<file path="src/rtl/hazard_unit_sb_if.sv">
// Hazard-unit bundle: pipeline-side controls and hazard-unit responses.
// master = pipeline (drives stage info), slave = hazard_unit_sb.
interface hazard_unit_sb_if #(
    parameter int ADDR_W = 5
);
    localparam int NUM_REGS = 2 ** ADDR_W;

    logic [ADDR_W-1:0]   rs1_D, rs2_D, rd_D;
    logic                rs1_used_D, rs2_used_D, regwrite_D, branch_D, md_D;
    logic [ADDR_W-1:0]   rs1_E, rs2_E, rd_E, rd_M, rd_W;
    logic                regwrite_E, regwrite_M, regwrite_W;
    logic                memtoreg_E, memtoreg_M, pcsrc_E;
    logic                md_issue_E, md_done_W, md_busy;
    logic                StallF, StallD, FlushD, FlushE;
    logic [1:0]          ForwardAE, ForwardBE, BranchForwardAE, BranchForwardBE;
    logic [NUM_REGS-1:0] sb_pending;

    modport master (
        output rs1_D, rs2_D, rd_D, rs1_used_D, rs2_used_D, regwrite_D, branch_D, md_D,
               rs1_E, rs2_E, rd_E, rd_M, rd_W, regwrite_E, regwrite_M, regwrite_W,
               memtoreg_E, memtoreg_M, pcsrc_E, md_issue_E, md_done_W, md_busy,
        input  StallF, StallD, FlushD, FlushE, ForwardAE, ForwardBE,
               BranchForwardAE, BranchForwardBE, sb_pending
    );

    modport slave (
        input  rs1_D, rs2_D, rd_D, rs1_used_D, rs2_used_D, regwrite_D, branch_D, md_D,
               rs1_E, rs2_E, rd_E, rd_M, rd_W, regwrite_E, regwrite_M, regwrite_W,
               memtoreg_E, memtoreg_M, pcsrc_E, md_issue_E, md_done_W, md_busy,
        output StallF, StallD, FlushD, FlushE, ForwardAE, ForwardBE,
               BranchForwardAE, BranchForwardBE, sb_pending
    );
endinterface

</file>
<file path="src/rtl/hazard_unit_sb.sv">
// Hazard unit with MDU pending-write scoreboard for the 5-stage RV64I core.
// Optional HAZARD_PERF_EN adds saturating stall/flush performance counters.
module hazard_unit_sb #(
    parameter int ADDR_W = 5,
    parameter int PERF_W = 32
) (
    input  logic            clk,
    input  logic            rst_n,
    hazard_unit_sb_if.slave hz
`ifdef HAZARD_PERF_EN
    ,
    output logic [PERF_W-1:0] perf_stall_cnt,
    output logic [PERF_W-1:0] perf_flush_cnt
`endif
);
    localparam int NUM_REGS = 2 ** ADDR_W;

    logic [NUM_REGS-1:0] sb_pending, sb_next, done_mask, pend_eff;
    logic load_use, branch_load, raw_md, waw_md, struct_md, stall_req;

    function automatic logic hit_d(input logic [ADDR_W-1:0] r,
                                   input logic [ADDR_W-1:0] rs1, input logic u1,
                                   input logic [ADDR_W-1:0] rs2, input logic u2);
        return (r != '0) && (((r == rs1) && u1) || ((r == rs2) && u2));
    endfunction

    function automatic logic [1:0] fwd_e(input logic [ADDR_W-1:0] rs,
                                         input logic we_m, input logic [ADDR_W-1:0] rd_m,
                                         input logic we_w, input logic [ADDR_W-1:0] rd_w);
        if (rs == '0)                   return 2'b00;
        else if (we_m && (rd_m == rs))  return 2'b10;
        else if (we_w && (rd_w == rs))  return 2'b01;
        else                            return 2'b00;
    endfunction

    // Youngest producing stage wins; loads in E/M cannot forward (stall covers them).
    function automatic logic [1:0] fwd_d(input logic [ADDR_W-1:0] rs,
                                         input logic we_e, input logic ld_e, input logic [ADDR_W-1:0] rd_e,
                                         input logic we_m, input logic ld_m, input logic [ADDR_W-1:0] rd_m,
                                         input logic we_w, input logic [ADDR_W-1:0] rd_w);
        if (rs == '0)                          return 2'b00;
        else if (we_e && !ld_e && (rd_e == rs)) return 2'b01;
        else if (we_m && !ld_m && (rd_m == rs)) return 2'b10;
        else if (we_w && (rd_w == rs))          return 2'b11;
        else                                    return 2'b00;
    endfunction

    always_comb begin
        done_mask = '0;
        if (hz.md_done_W) done_mask[hz.rd_W] = 1'b1;
        // A result completing in W this cycle is forwarded, so it no longer blocks D.
        pend_eff = sb_pending & ~done_mask;

        load_use    = hz.memtoreg_E & hit_d(hz.rd_E, hz.rs1_D, hz.rs1_used_D, hz.rs2_D, hz.rs2_used_D);
        branch_load = hz.branch_D & hz.memtoreg_M
                      & hit_d(hz.rd_M, hz.rs1_D, hz.rs1_used_D, hz.rs2_D, hz.rs2_used_D);
        raw_md      = (hz.rs1_used_D & pend_eff[hz.rs1_D]) | (hz.rs2_used_D & pend_eff[hz.rs2_D]);
        waw_md      = hz.regwrite_D & pend_eff[hz.rd_D];
        struct_md   = hz.md_D & (hz.md_busy | hz.md_issue_E);
        stall_req   = load_use | branch_load | raw_md | waw_md | struct_md;

        hz.StallF = stall_req & ~hz.pcsrc_E;
        hz.StallD = stall_req & ~hz.pcsrc_E;
        hz.FlushD = hz.pcsrc_E;
        hz.FlushE = hz.pcsrc_E | stall_req;

        hz.ForwardAE = fwd_e(hz.rs1_E, hz.regwrite_M, hz.rd_M, hz.regwrite_W, hz.rd_W);
        hz.ForwardBE = fwd_e(hz.rs2_E, hz.regwrite_M, hz.rd_M, hz.regwrite_W, hz.rd_W);
        hz.BranchForwardAE = fwd_d(hz.rs1_D, hz.regwrite_E, hz.memtoreg_E, hz.rd_E,
                                   hz.regwrite_M, hz.memtoreg_M, hz.rd_M, hz.regwrite_W, hz.rd_W);
        hz.BranchForwardBE = fwd_d(hz.rs2_D, hz.regwrite_E, hz.memtoreg_E, hz.rd_E,
                                   hz.regwrite_M, hz.memtoreg_M, hz.rd_M, hz.regwrite_W, hz.rd_W);
    end

    // Clear is applied first so a same-index issue leaves the new op outstanding.
    always_comb begin
        sb_next = sb_pending & ~done_mask;
        if (hz.md_issue_E && hz.regwrite_E && (hz.rd_E != '0)) sb_next[hz.rd_E] = 1'b1;
        sb_next[0] = 1'b0;
    end

    always_ff @(posedge clk or negedge rst_n) begin
        if (!rst_n) sb_pending <= '0;
        else        sb_pending <= sb_next;
    end

    assign hz.sb_pending = sb_pending;

`ifdef HAZARD_PERF_EN
    always_ff @(posedge clk or negedge rst_n) begin
        if (!rst_n) begin
            perf_stall_cnt <= '0;
            perf_flush_cnt <= '0;
        end else begin
            if (hz.StallD && (perf_stall_cnt != '1))
                perf_stall_cnt <= perf_stall_cnt + {{(PERF_W-1){1'b0}}, 1'b1};
            if (hz.pcsrc_E && (perf_flush_cnt != '1))
                perf_flush_cnt <= perf_flush_cnt + {{(PERF_W-1){1'b0}}, 1'b1};
        end
    end
`endif
endmodule
</file>
<file path="src/flat_wrapper.sv">
// flat-port wrapper written by rule: the top's interface ports become plain ports
module hazard_unit_sb_flat 
#(
    parameter int ADDR_W = 5,
    parameter int PERF_W = 32
)
  (clk, rst_n, hz_rs1_D, hz_rs2_D, hz_rd_D, hz_rs1_used_D, hz_rs2_used_D, hz_regwrite_D, hz_branch_D, hz_md_D, hz_rs1_E, hz_rs2_E, hz_rd_E, hz_rd_M, hz_rd_W, hz_regwrite_E, hz_regwrite_M, hz_regwrite_W, hz_memtoreg_E, hz_memtoreg_M, hz_pcsrc_E, hz_md_issue_E, hz_md_done_W, hz_md_busy, hz_StallF, hz_StallD, hz_FlushD, hz_FlushE, hz_ForwardAE, hz_ForwardBE, hz_BranchForwardAE, hz_BranchForwardBE, hz_sb_pending);
  hazard_unit_sb_if #(.ADDR_W(ADDR_W)) hz_i ();
  input  logic clk;
  input  logic rst_n;
  input wire logic [$bits(hz_i.rs1_D)-1:0] hz_rs1_D;
  input wire logic [$bits(hz_i.rs2_D)-1:0] hz_rs2_D;
  input wire logic [$bits(hz_i.rd_D)-1:0] hz_rd_D;
  input wire logic [$bits(hz_i.rs1_used_D)-1:0] hz_rs1_used_D;
  input wire logic [$bits(hz_i.rs2_used_D)-1:0] hz_rs2_used_D;
  input wire logic [$bits(hz_i.regwrite_D)-1:0] hz_regwrite_D;
  input wire logic [$bits(hz_i.branch_D)-1:0] hz_branch_D;
  input wire logic [$bits(hz_i.md_D)-1:0] hz_md_D;
  input wire logic [$bits(hz_i.rs1_E)-1:0] hz_rs1_E;
  input wire logic [$bits(hz_i.rs2_E)-1:0] hz_rs2_E;
  input wire logic [$bits(hz_i.rd_E)-1:0] hz_rd_E;
  input wire logic [$bits(hz_i.rd_M)-1:0] hz_rd_M;
  input wire logic [$bits(hz_i.rd_W)-1:0] hz_rd_W;
  input wire logic [$bits(hz_i.regwrite_E)-1:0] hz_regwrite_E;
  input wire logic [$bits(hz_i.regwrite_M)-1:0] hz_regwrite_M;
  input wire logic [$bits(hz_i.regwrite_W)-1:0] hz_regwrite_W;
  input wire logic [$bits(hz_i.memtoreg_E)-1:0] hz_memtoreg_E;
  input wire logic [$bits(hz_i.memtoreg_M)-1:0] hz_memtoreg_M;
  input wire logic [$bits(hz_i.pcsrc_E)-1:0] hz_pcsrc_E;
  input wire logic [$bits(hz_i.md_issue_E)-1:0] hz_md_issue_E;
  input wire logic [$bits(hz_i.md_done_W)-1:0] hz_md_done_W;
  input wire logic [$bits(hz_i.md_busy)-1:0] hz_md_busy;
  output wire logic [$bits(hz_i.StallF)-1:0] hz_StallF;
  output wire logic [$bits(hz_i.StallD)-1:0] hz_StallD;
  output wire logic [$bits(hz_i.FlushD)-1:0] hz_FlushD;
  output wire logic [$bits(hz_i.FlushE)-1:0] hz_FlushE;
  output wire logic [$bits(hz_i.ForwardAE)-1:0] hz_ForwardAE;
  output wire logic [$bits(hz_i.ForwardBE)-1:0] hz_ForwardBE;
  output wire logic [$bits(hz_i.BranchForwardAE)-1:0] hz_BranchForwardAE;
  output wire logic [$bits(hz_i.BranchForwardBE)-1:0] hz_BranchForwardBE;
  output wire logic [$bits(hz_i.sb_pending)-1:0] hz_sb_pending;
  assign hz_i.rs1_D = hz_rs1_D;
  assign hz_i.rs2_D = hz_rs2_D;
  assign hz_i.rd_D = hz_rd_D;
  assign hz_i.rs1_used_D = hz_rs1_used_D;
  assign hz_i.rs2_used_D = hz_rs2_used_D;
  assign hz_i.regwrite_D = hz_regwrite_D;
  assign hz_i.branch_D = hz_branch_D;
  assign hz_i.md_D = hz_md_D;
  assign hz_i.rs1_E = hz_rs1_E;
  assign hz_i.rs2_E = hz_rs2_E;
  assign hz_i.rd_E = hz_rd_E;
  assign hz_i.rd_M = hz_rd_M;
  assign hz_i.rd_W = hz_rd_W;
  assign hz_i.regwrite_E = hz_regwrite_E;
  assign hz_i.regwrite_M = hz_regwrite_M;
  assign hz_i.regwrite_W = hz_regwrite_W;
  assign hz_i.memtoreg_E = hz_memtoreg_E;
  assign hz_i.memtoreg_M = hz_memtoreg_M;
  assign hz_i.pcsrc_E = hz_pcsrc_E;
  assign hz_i.md_issue_E = hz_md_issue_E;
  assign hz_i.md_done_W = hz_md_done_W;
  assign hz_i.md_busy = hz_md_busy;
  assign hz_StallF = hz_i.StallF;
  assign hz_StallD = hz_i.StallD;
  assign hz_FlushD = hz_i.FlushD;
  assign hz_FlushE = hz_i.FlushE;
  assign hz_ForwardAE = hz_i.ForwardAE;
  assign hz_ForwardBE = hz_i.ForwardBE;
  assign hz_BranchForwardAE = hz_i.BranchForwardAE;
  assign hz_BranchForwardBE = hz_i.BranchForwardBE;
  assign hz_sb_pending = hz_i.sb_pending;
  hazard_unit_sb #(.ADDR_W(ADDR_W), .PERF_W(PERF_W)) u_core (.clk(clk), .rst_n(rst_n), .hz(hz_i));
endmodule
</file>
<file path="config.mk">
export PLATFORM = sky130hd
export DESIGN_NAME = hazard_unit_sb_flat
export DESIGN_NICKNAME = d
export VERILOG_FILES = /design/src/rtl/hazard_unit_sb_if.sv /design/src/rtl/hazard_unit_sb.sv /design/src/flat_wrapper.sv
export SDC_FILE = /design/constraint.sdc
export NUM_CORES = 1
export LEC_CHECK = 0
export ABC_AREA = 1
export BUFFER_PORTS_ARGS = -buffer_cell sky130_fd_sc_hd__buf_2
export CAP_MARGIN = 10
export CORE_MARGIN = 2
export CORE_UTILIZATION = 30
export DETAILED_ROUTE_END_ITERATION = 10
export RECOVER_POWER = 100
export SYNTH_ARGS = -nofsm -noshare
export SYNTH_HDL_FRONTEND = slang
export SYNTH_SLANG_ARGS = --single-unit
</file>
<file path="constraint.sdc">
create_clock -name clk -period 2.1 [get_ports clk]
set_input_delay 0.105 -clock clk [delete_from_list [all_inputs] [get_ports clk]]
set_output_delay 0.105 -clock clk [all_outputs]
set_load 0.01 [all_outputs]
</file>
## Yosys cells after proc, flatten, opt, wreduce, memory -nomap -nowiden

Cells that the tools add are included.
Widths: inputs -> output; s select.

| cells by class | value |
|---|---|
| muxes and demuxes | 26 |
| $lt $le $gt $ge | 7 |
| bitwise gates (word level) | 19 |
| eq/ne operators | 10 |
| reductions and logical operators | 32 |

Operators with widths:

| operator | count |
|---|---|
| $mux 32 | 2 |
| $eq 5x5->1 | 10 |
| $and 32x32->32 | 1 |
| $not 32->32 | 1 |
| $or 32x32->32 | 1 |
| $lt 5x6->1 const B | 5 |
| $mux 2 | 12 |
| $logic_and 1x1->1 | 22 |
| $logic_not 5->1 | 4 |
| $bmux 1 s5 | 3 |
| $demux 1 s5 | 2 |
| $ge 5x1->1 const B | 2 |
| $reduce_bool 5->1 | 2 |
| $and 1x1->1 | 8 |
| $mux 1 | 7 |
| $or 1x1->1 | 7 |
| $logic_not 1->1 | 2 |
| $logic_or 1x1->1 | 2 |
| $not 1->1 | 1 |

| word-level totals | value |
|---|---|
| output and inout port bits | 44 |
| register bits after elaboration | 31 |
| logic and storage cells | 95 |
| input port bits | 56 |

## Longest topological paths before layout

Gate-level depths: netlist (run 1).

| depth | value |
|---|---|
| depth in word-level cells | 15 |
| mapped depth | 18 |
| gate-level depth less buffers | 16 |

## Worst setup path before layout (run 1)

Ideal clock, no wire load.

| timing | value |
|---|---|
| kind | in2out |
| start | input port hz_rd_W[2] |
| end | output port hz_StallF |
| buffers on the path | 2 |
| arrival | 1.588 ns |
| required time | 1.995 ns |
| stages | 15 |
| slack | 0.407 ns |
| path through | buf_6 inv_1 nor2_4 a21boi_0 nand2_1 nand3_1 nand2_1 nand3_1 nand2_1 nand2_1 nand3_1 nand2_1 nor2_2 nor2_1 buf_4 |

| between the ends | value |
|---|---|
| cells in the longest elaborated chain, start to end | 15 |
| elaborated cells on any way between the ends | 22 |
| classes of those cells | 2 x order compare; 9 x mux; 10 x bitwise; 1 x reduce/logical |

RTL lines:

| item | line | source |
|---|---|---|
| start: declaration | flat_wrapper.sv:23 | `input wire logic [$bits(hz_i.rd_W)-1:0] hz_rd_W;` |
| $lt 5x6->1 (not written as such) or $ge 5x1->1 (tied branches) | hazard_unit_sb.sv:50 | `if (hz.md_done_W) done_mask[hz.rd_W] = 1'b1;` |
| $logic_and 1x1->1 (not written as such) | hazard_unit_sb.sv:50 |  |
| $mux 1 (not written as such) | hazard_unit_sb.sv:50 |  |
| $demux 1 s5 (*) | n/a |  |
| $mux 32 (*) | hazard_unit_sb.sv:50 |  |
| $not 32->32 (*) | hazard_unit_sb.sv:52 | `pend_eff = sb_pending & ~done_mask;` |
| $and 32x32->32 (*) | hazard_unit_sb.sv:52 |  |
| $bmux 1 s5 | hazard_unit_sb.sv:57 | `raw_md = (hz.rs1_used_D & pend_eff[hz.rs1_D]) \| (hz.rs2_used_D & pend_eff[hz.rs2_D]);` |
| $mux 1 (not written as such) | hazard_unit_sb.sv:57 |  |
| $and 1x1->1 | hazard_unit_sb.sv:57 |  |
| $or 1x1->1 | hazard_unit_sb.sv:57 |  |
| $or 1x1->1 | hazard_unit_sb.sv:60 | `stall_req = load_use \| branch_load \| raw_md \| waw_md \| struct_md;` |
| $or 1x1->1 (*) (2 in series) | hazard_unit_sb.sv:60 |  |
| $and 1x1->1 (*) | n/a |  |
| end: declaration | flat_wrapper.sv:33 | `output wire logic [$bits(hz_i.StallF)-1:0] hz_StallF;` |

Mark *: on every way between the ends. The rest lies on a longest branch, timed or not. The select of a mux whose other input is x is not followed.

## Final worst setup path (run 1)

| timing | value |
|---|---|
| start | input port hz_rd_W[3] |
| end | output port hz_StallD |

| between the ends | value |
|---|---|
| cells in the longest elaborated chain, start to end | 15 |
| elaborated cells on any way between the ends | 22 |
| classes of those cells | 2 x order compare; 9 x mux; 10 x bitwise; 1 x reduce/logical |

RTL lines:

| item | line | source |
|---|---|---|
| $lt 5x6->1 (not written as such) or $ge 5x1->1 (tied branches) | hazard_unit_sb.sv:50 |  |
| $logic_and 1x1->1 (not written as such) | hazard_unit_sb.sv:50 |  |
| $mux 1 (not written as such) | hazard_unit_sb.sv:50 |  |
| $demux 1 s5 (*) | n/a |  |
| $mux 32 (*) | hazard_unit_sb.sv:50 |  |
| $not 32->32 (*) | hazard_unit_sb.sv:52 |  |
| $and 32x32->32 (*) | hazard_unit_sb.sv:52 |  |
| $bmux 1 s5 | hazard_unit_sb.sv:57 |  |
| $mux 1 (not written as such) | hazard_unit_sb.sv:57 |  |
| $and 1x1->1 | hazard_unit_sb.sv:57 |  |
| $or 1x1->1 | hazard_unit_sb.sv:57 |  |
| $or 1x1->1 | hazard_unit_sb.sv:60 |  |
| $or 1x1->1 (*) (2 in series) | hazard_unit_sb.sv:60 |  |
| $and 1x1->1 (*) | hazard_unit_sb.sv:63 | `hz.StallD = stall_req & ~hz.pcsrc_E;` |
| end: declaration | flat_wrapper.sv:34 | `output wire logic [$bits(hz_i.StallD)-1:0] hz_StallD;` |

Marks and branches as above.

==> impl_metrics.yaml, run 1 <==
status:
  outcome: "completed"
die:
  die_w_um: 112
  dieArea_sq_um: 12600
  die_h_um: 112
  core-area_sq_um: 11400
  io_pins: 100
  initial_utilization: 0.307
  core.rowCount: 39
clock_tree:
  numCtsBuffers: 5
  cts_max_path_buffers: 2
  clock_sinks: 31
  tritoncts: "built"
  cts_max_level: 2
  clkTransAtPathRegs_ns: 0.05
  cts_root_buffer: "clkbuf_16"
  clock_latency_ns: 0.28
timing:
  maxSlewViolCount: 0
  hold_viol: 0
  worst_pin_slew_ns: 0.814
  rsz0062_at_grt: "yes"
  slew_headroom: 0.457
  finalClockSkew_ns: 0
  max_freq_mhz: 514
  holdWs_ns: 0.243
  setup_viol: 0
  min_period_ns: 1.95
  final.period_utilization: 0.927
worst_setup_path:
  path_common_cell: "nand2_1"
  crit_path_max_incr_delay_ns: 0.20
  slowest_stage: "nor2_4"
  cp.arrival_ns: 1.84
  cp_max_fo: 7
  crit_required_ns: 2.00
  startpoint: "hz_rd_W[3]"
  worstReg2RegStart: "u_core.hz.sb_pending[3]"
  cp-start-kind: "input port"
  crit_path_cell_trace: "clkbuf_4, inv_6, nand2_1, nor2_4, buf_4, a21boi_2, nand2_1, nand3_1, nand2_1, nand2_1, nand2_1, nand3_1, nand3_1, nand2_1, nor2_2, nor2_1, buf_2"
  worst-setup-path-type: "in2out"
  cp-end-kind: "output pin"
power_and_ir_drop:
  p_total_mw: 2.63
  powerDensity_nw_per_um2: 571
  vdd_drop_max_mv: 0.300
  p_leak_nw: 2.12
yosys:
  yosysMostFrequentCell: "nand2_1"
  synth_edf_count: 0
  synthFlopType: "dfrtp_1"
  synth-seq-cells: 31
  async_flop_share: 1.00
  syn_area_sq_um: 3510
  yosys_warnings: 0
  synth.avg_cell_area_sq_um: 5.90
  synth_top_area_frac: 0.221
  syn-num-nets: 651
  synth.area.top_cells: "dfrtp_1, nand2_1, nand3_1"
  synth_area_leader_cell: "dfrtp_1"
  ys_top_cells_by_count: "nand2_1, nand3_1, nor2_1"
  ys_seq_area_frac: 0.221
  syn-instance-count: 595
  ys_types: 34
drt:
  vias: 4770
  drtAntennaViolNets: 0
  drt_iter0_drc: 404
  via_per_inst: 5.61
  routed_wl_um: 16100
  drc: 0
  dr.pass1.iters: 8
  routedWlPerCell_um: 18.9
global_route:
  antenna_found_initial: 0
  grt_pass1_vias: 4400
  grt_pass1_wl_um: 23800
  grt_overflow: 0
  grt_max_degree: 32
  track_usage: 0.243
hold_path:
  min_path_type: "in2reg"
  hold_start: "hz_rd_E[1]"
placement:
  dpl.hpwl_um: 11900
  gp_congestion: 1.03
  port_buffers: 98
  place_inst: 830
layout:
  seq_area_sq_um: 776
  largest_reg_flops: 31
  diodes: 0
  largest_register: "u_core.hz.sb_pending"
  area_delta_synth_final_pct: 31.1
  nets: 763
  num-fill-cells: 1265
  biggestRegsByFlops: "u_core.hz.sb_pending (31)"
  final_cells: 851
  drive_gt1_frac: 0.215
  multi_input_area_sq_um: 2480
job:
  max_cap_violations: 0
[metal layers]
metal | GRT usage | up-vias | share of wire
li1 | - | 2208 | -
met1 | 0.328 | 2216 | 0.41
met2 | 0.385 | 298 | 0.45
met3 | 0.0540 | 48 | 0.10
met4 | 0.0846 | 0 | 0.029
met5 | 0 | - | 0
[final timing paths]
kind	end	slack [ns]	depth (start not counted)
min in group asynchronous	u_core.hz.sb_pending[19]	0.46	2
setup / recovery	hz_StallD	0.15	17
max in group asynchronous	u_core.hz.sb_pending[1]	1.13	2
hold reg to reg	u_core.hz.sb_pending[31]	0.56	2
hold / removal	u_core.hz.sb_pending[7]	0.24	4
setup reg to reg	u_core.hz.sb_pending[3]	1.15	2
[layout by cell type, fill, tap and decap left out, types with 19 or more instances in the layout]
| cell | n |
|---|---|
| nor2_1 | 55 |
| a21oi_1 | 20 |
| buf_4 | 29 |
| buf_2 | 60 |
| o21ai_0 | 19 |
| nand2_1 | 151 |
| dfrtp_1 | 31 |
| nand3_1 | 105 |
| inv_1 | 53 |
| clkbuf_1 | 34 |
[cell type report]
cell class,count,area share
multi-input combinational,479,0.540
sequential,31,0.169
tap,143,0.0389
timing repair buffer,131,0.171
inverter,59,0.0517
clock buffer,7,0.0288
clock inverter,1,0.00109
[cell families after synthesis]
kind of cell | share of synthesized area
compound gates | 0.151
other cells | 0.00107
buf+inv | 0.103
xor+xnor | 0.0449
flops | 0.221
simple gates | 0.480
[worst max-delay path: cells and delay by family]
| family | cells | cell delay (ns) |
|---|---|---|
| AOI/OAI and AO/OA | 1 | 0.05 |
| buffers and inverters | 4 | 0.55 |
| and+or+nand+nor | 12 | 1.13 |
[power by group]
part	total [mW]	internal (mW)	switching [mW]
Combinational	1.10	0.416	0.685
Sequential	0.839	0.712	0.127
Clock	0.689	0.437	0.252
[through the flow]
stage / util / cell area (sq um) / setup TNS [ns] / setup slack (ns)
global route: 0.403 / 4600 / -0.0348 / -0.0150
finish: 0.403 / 4600 / 0 / 0.153
floorplan: - / 3510 / 0 / 0.407
global placement: 0.370 / 4230 / 0 / 0.129
CTS: 0.383 / 4380 / 0 / 0.132
detailed placement: 0.370 / 4230 / 0 / 0.143
[repair_timing]
action | in CTS | in global routing
gates resized for setup | 0 | 52
hold buffers | 1 | 0
endpoints found under the setup margin | 0 | 3
setup buffers | 0 | 11
endpoints found under the hold margin | 31 | 0
No activity file was read; power rests on OpenSTA's default activity.
==> run 2: changes to the inputs <==
==> constraint.sdc (replaced) <==
create_clock -name clk -period 2.32 [get_ports clk]
set_input_delay 0.116 -clock clk [delete_from_list [all_inputs] [get_ports clk]]
set_output_delay 0.116 -clock clk [all_outputs]
set_load 0.01 [all_outputs]
==> impl_metrics.yaml, run 2 (same netlist as run 1, synthesis figures left out) <==
clock_tree:
  clock_latency_ns: 0.27
  cts_root_buffer: "clkbuf_16"
  tritoncts: "built"
  numCtsBuffers: 5
  cts_max_path_buffers: 2
  postCtsSetupBuffers: 0
  clkTransAtPathRegs_ns: 0.05
  clock_sinks: 31
  cts_max_level: 2
drt:
  drc: 0
  via_per_inst: 5.66
  dr.pass1.iters: 7
  vias: 4710
  drt_iter0_drc: 526
  routed_wl_um: 15700
  routedWlPerCell_um: 18.9
  drtAntennaViolNets: 0
layout:
  largest_register: "u_core.hz.sb_pending"
  area_delta_synth_final_pct: 21.3
  drive_gt1_frac: 0.147
  final_cells: 832
  fin_util: 0.373
  num-fill-cells: 1289
  diodes: 0
  final_common_cell: "nand2_1"
  biggestRegsByFlops: "u_core.hz.sb_pending (31)"
  layout_common_cells: "nand2_1, nand3_1, buf_2, nor2_1, inv_1"
  nets: 744
  largest_reg_flops: 31
power_and_ir_drop:
  powerDensity_nw_per_um2: 538
  p_total_mw: 2.29
  p_leak_nw: 1.97
  vdd_drop_max_mv: 0.272
die:
  dieArea_sq_um: 12600
  io_pins: 100
  die_h_um: 112
  die_w_um: 112
  initial_utilization: 0.307
  core.rowCount: 39
  core-area_sq_um: 11400
global_route:
  use_met3: 0.0405
  use_met2: 0.392
  grt_pass1_wl_um: 24100
  track_usage: 0.244
  grt.met1_usage: 0.336
  antenna_found_initial: 0
  grt_pass1_vias: 4411
  grt_max_degree: 32
  grt_overflow: 0
  grt.busiest_layer: "met2"
timing:
  setup_viol: 0
  hold_viol: 0
  min_period_ns: 2.15
  maxSlewViolCount: 32
  slew_headroom: -0.152
  holdWs_ns: 0.270
  worst_pin_slew_ns: 1.73
  final.period_utilization: 0.926
  max_freq_mhz: 465
  finalClockSkew_ns: 0
hold_path:
  holdPathEnd: "u_core.hz.sb_pending[4]"
  min_path_type: "in2reg"
  min_path_cells: 5
  hold_start: "hz_regwrite_E"
worst_setup_path:
  cp-start-kind: "input port"
  startpoint: "hz_rd_W[0]"
  reg2regPathDepth: 2
  worst-setup-path-type: "in2out"
  cp-end-kind: "output pin"
  cp_max_fo: 6
  worst_r2r_endpoint: "u_core.hz.sb_pending[3]"
  r2r_slack_ns: 1.26
  crit_required_ns: 2.20
  cp.arrival_ns: 2.03
  worstReg2RegStart: "u_core.hz.sb_pending[3]"
placement:
  dpl.hpwl_um: 11900
  gp_congestion: 0.980
  port_buffers: 98
  place_inst: 823
status:
  outcome: "finished, violations left"
  failed_checks: "capacitance limit, slew limit"
job:
  max_cap_violations: 1
-- run 2: metrics by stage --
step	setup WS [ns]	setup TNS, ns	instance area (sq um)
2_1_floorplan	0.605	0	3510
3_3_place_gp	0.183	0	4150
3_5_place_dp	0.188	0	4150
4_1_cts	0.172	0	4300
5_1_grt	-0.00385	-0.00412	4260
6_report	0.171	0	4260
-- run 2: worst max path at each step --
stage                endpoint  slack, ns  depth (start not counted)
global route        hz_StallF     -0.004                         17
detailed placement  hz_StallF       0.19                         15
CTS                 hz_StallF       0.17                         15
finish              hz_StallF       0.17                         17
global placement    hz_FlushE       0.18                         15
floorplan           hz_StallF       0.60                         15
-- run 2: power by group --
group / internal (mW) / switching, mW / total (mW)
clock network: 0.396 / 0.226 / 0.621
logic: 0.322 / 0.589 / 0.911
registers: 0.644 / 0.113 / 0.757
-- run 2: routing by layer --
metal,part of all wire,vias up,wire length [um]
met4,0.024,0,372
met1,0.41,2201,6460
met5,0,-,0
met2,0.46,306,7220
met3,0.11,35,1680
li1,-,2168,-
-- run 2: area by class of cell --
cell class                 count  area, sq um  area share
clock buffer                   7          133      0.0311
clock inverter                 1         5.00     0.00118
inverter                      59          221      0.0520
multi-input combinational    479         2380       0.559
sequential                    31          776       0.182
tap                          143          179      0.0420
timing repair buffer         112          566       0.133
-- run 2: what timing repair did --
item	in CTS	in global routing
endpoints found under the setup margin	0	3
endpoints found under the hold margin	31	0
hold buffers	1	0
resized for setup	0	1
-- run 2: critical path: stages --
cell and delay (ns):
buf_2 0.16, inv_2 0.12, nand2_1 0.07, nor2_2 0.23, buf_4 0.21, nand2_1 0.09, nand3_1 0.08, nand3_1 0.08
nand3_1 0.10, nand3_1 0.11, nand3_1 0.10, nand2_1 0.07, nand2_1 0.11, nand2_1 0.08, nor2_2 0.12, nor2_1 0.06
buf_2 0.13
==> run 3: changes to the inputs <==
--- a/config.mk
+++ b/config.mk
@@ -9,8 +9,9 @@
 export BUFFER_PORTS_ARGS = -buffer_cell sky130_fd_sc_hd__buf_2
 export CAP_MARGIN = 10
 export CORE_MARGIN = 2
-export CORE_UTILIZATION = 30
+export CORE_UTILIZATION = 55
 export DETAILED_ROUTE_END_ITERATION = 10
+export PLACE_DENSITY = 0.84
 export RECOVER_POWER = 100
 export SYNTH_ARGS = -nofsm -noshare
 export SYNTH_HDL_FRONTEND = slang
==> impl_metrics.yaml, run 3 (same netlist as run 1, synthesis figures left out) <==
status:
  outcome: "finished, violations left"
  failed_checks: "capacitance limit, slew limit"
die:
  io_pins: 100
  die_w_um: 83.9
  die_h_um: 83.9
  dieArea_sq_um: 7040
  initial_utilization: 0.559
  core.rowCount: 29
  core-area_sq_um: 6280
clock_tree:
  cts_max_level: 2
  clkTransAtPathRegs_ns: 0.06
  cts_max_path_buffers: 2
  numCtsBuffers: 5
  clock_sinks: 31
  cts_root_buffer: "clkbuf_8"
  tritoncts: "built"
  clock_latency_ns: 0.29
placement:
  port_buffers: 98
  dpl.hpwl_um: 11200
  place_inst: 758
  gp_congestion: 1.04
timing:
  worst_pin_slew_ns: 1.77
  final.period_utilization: 0.940
  max_freq_mhz: 458
  finalClockSkew_ns: 0
  min_period_ns: 2.18
  hold_viol: 0
  rsz0062_at_grt: "no"
  setup-tns-final_ns: 0
  setup_viol: 0
  slew_headroom: -0.181
  maxSlewViolCount: 32
layout:
  largest_register: "u_core.hz.sb_pending"
  biggestRegsByFlops: "u_core.hz.sb_pending (31)"
  nets: 749
  layout_common_cells: "nand2_1, nand3_1, nor2_1, inv_1, buf_2"
  fin_util: 0.662
  final_common_cell: "nand2_1"
  drive_gt1_frac: 0.143
  area_delta_synth_final_pct: 18.4
  final_cells: 771
  diodes: 0
  largest_reg_flops: 31
power_and_ir_drop:
  powerDensity_nw_per_um2: 504
  p_leak_nw: 1.94
  vdd_drop_max_mv: 0.419
worst_setup_path:
  cp.arrival_ns: 2.07
  crit_required_ns: 2.20
  worst-setup-path-type: "in2out"
  cp-end-kind: "output pin"
  cp_max_fo: 9
  cp-start-kind: "input port"
drt:
  dr.pass1.iters: 6
  vias: 4780
  drc: 0
  via_per_inst: 6.20
  drt_iter0_drc: 700
  drtAntennaViolNets: 0
  routedWlPerCell_um: 19.4
  routed_wl_um: 15000
global_route:
  antenna_found_initial: 0
  grt_overflow: 0
  track_usage: 0.414
  grt_pass1_wl_um: 22900
  grt_pass1_vias: 4398
  grt_max_degree: 32
job:
  max_cap_violations: 1
hold_path:
  min_path_type: "in2reg"
[run 3: cell types whose count changed in the layout (fill, tap and decap cells not counted), sizes merged]
| cell | change |
|---|---|
| buf | -4 |
| clkinvlp | +1 |
| clkbuf | +9 |
| inv | -1 |
[run 3: worst paths after layout]
kind	startpoint	endpoint	slack, ns	cells after the start
max in group asynchronous	rst_n	u_core.hz.sb_pending[1]	0.45	2
max	hz_rs1_D[0]	hz_StallD	0.14	13
min reg2reg	u_core.hz.sb_pending[4]	u_core.hz.sb_pending[4]	0.57	2
min	hz_regwrite_E	u_core.hz.sb_pending[4]	0.25	5
max reg2reg	u_core.hz.sb_pending[7]	u_core.hz.sb_pending[7]	1.27	2
min in group asynchronous	rst_n	u_core.hz.sb_pending[27]	0.84	2
[run 3: area by class of cell]
| class | instances | area, sq um |
|---|---|---|
| well taps | 77 | 96.3 |
| repair buffers | 117 | 597 |
| fillers | 630 | 2120 |
| flip-flops and latches | 31 | 776 |
| multi-input cells | 479 | 2380 |
| inverters | 59 | 225 |
| clock buffers | 7 | 76.3 |
| clock inverters | 1 | 5.00 |
[run 3: metal layers]
layer	up-vias	share of wire	track usage
met1	2152	0.37	0.545
met5	-	0	0
met2	388	0.45	0.676
met4	0	0.045	0.166
met3	65	0.14	0.0682
li1	2175	-	-
[run 3: report_power, final]
group	switching [mW]	internal, mW	total (mW)
registers	0.103	0.643	0.746
clock network	0.213	0.211	0.424
logic	0.601	0.326	0.927
total	0.917	1.18	2.10
[run 3: repair_timing]
item / in CTS / in global routing
hold buffers: 1 / 0
buffers inserted: 0 / 4
gates resized for setup: 0 / 3
hold endpoints to repair: 31 / 0
setup endpoints to repair: 0 / 3
[run 3: critical path, stage by stage]
cell and delay (ns):
buf_2 0.18, inv_1 0.39, nor2_1 0.08, nor4_1 0.48, nand4_1 0.18, nand2_1 0.09
nand2_1 0.05, nand2_1 0.06, nor2_1 0.04, nand2_1 0.08, nor2_2 0.05, nor2_1 0.11
clkbuf_2 0.15
[run 3: stage by stage]
stage | setup slack (ns) | hold slack, ns | instance area (sq um) | power [mW]
floorplan | 0.605 | -0.180 | 3510 | 1.29
global placement | 0.258 | 0.181 | 4060 | 1.65
detailed placement | 0.261 | 0.200 | 4060 | 1.67
CTS | 0.236 | 0.243 | 4160 | 2.08
global route | 0.0190 | 0.305 | 4160 | 2.20
finish | 0.139 | 0.255 | 4160 | 2.10
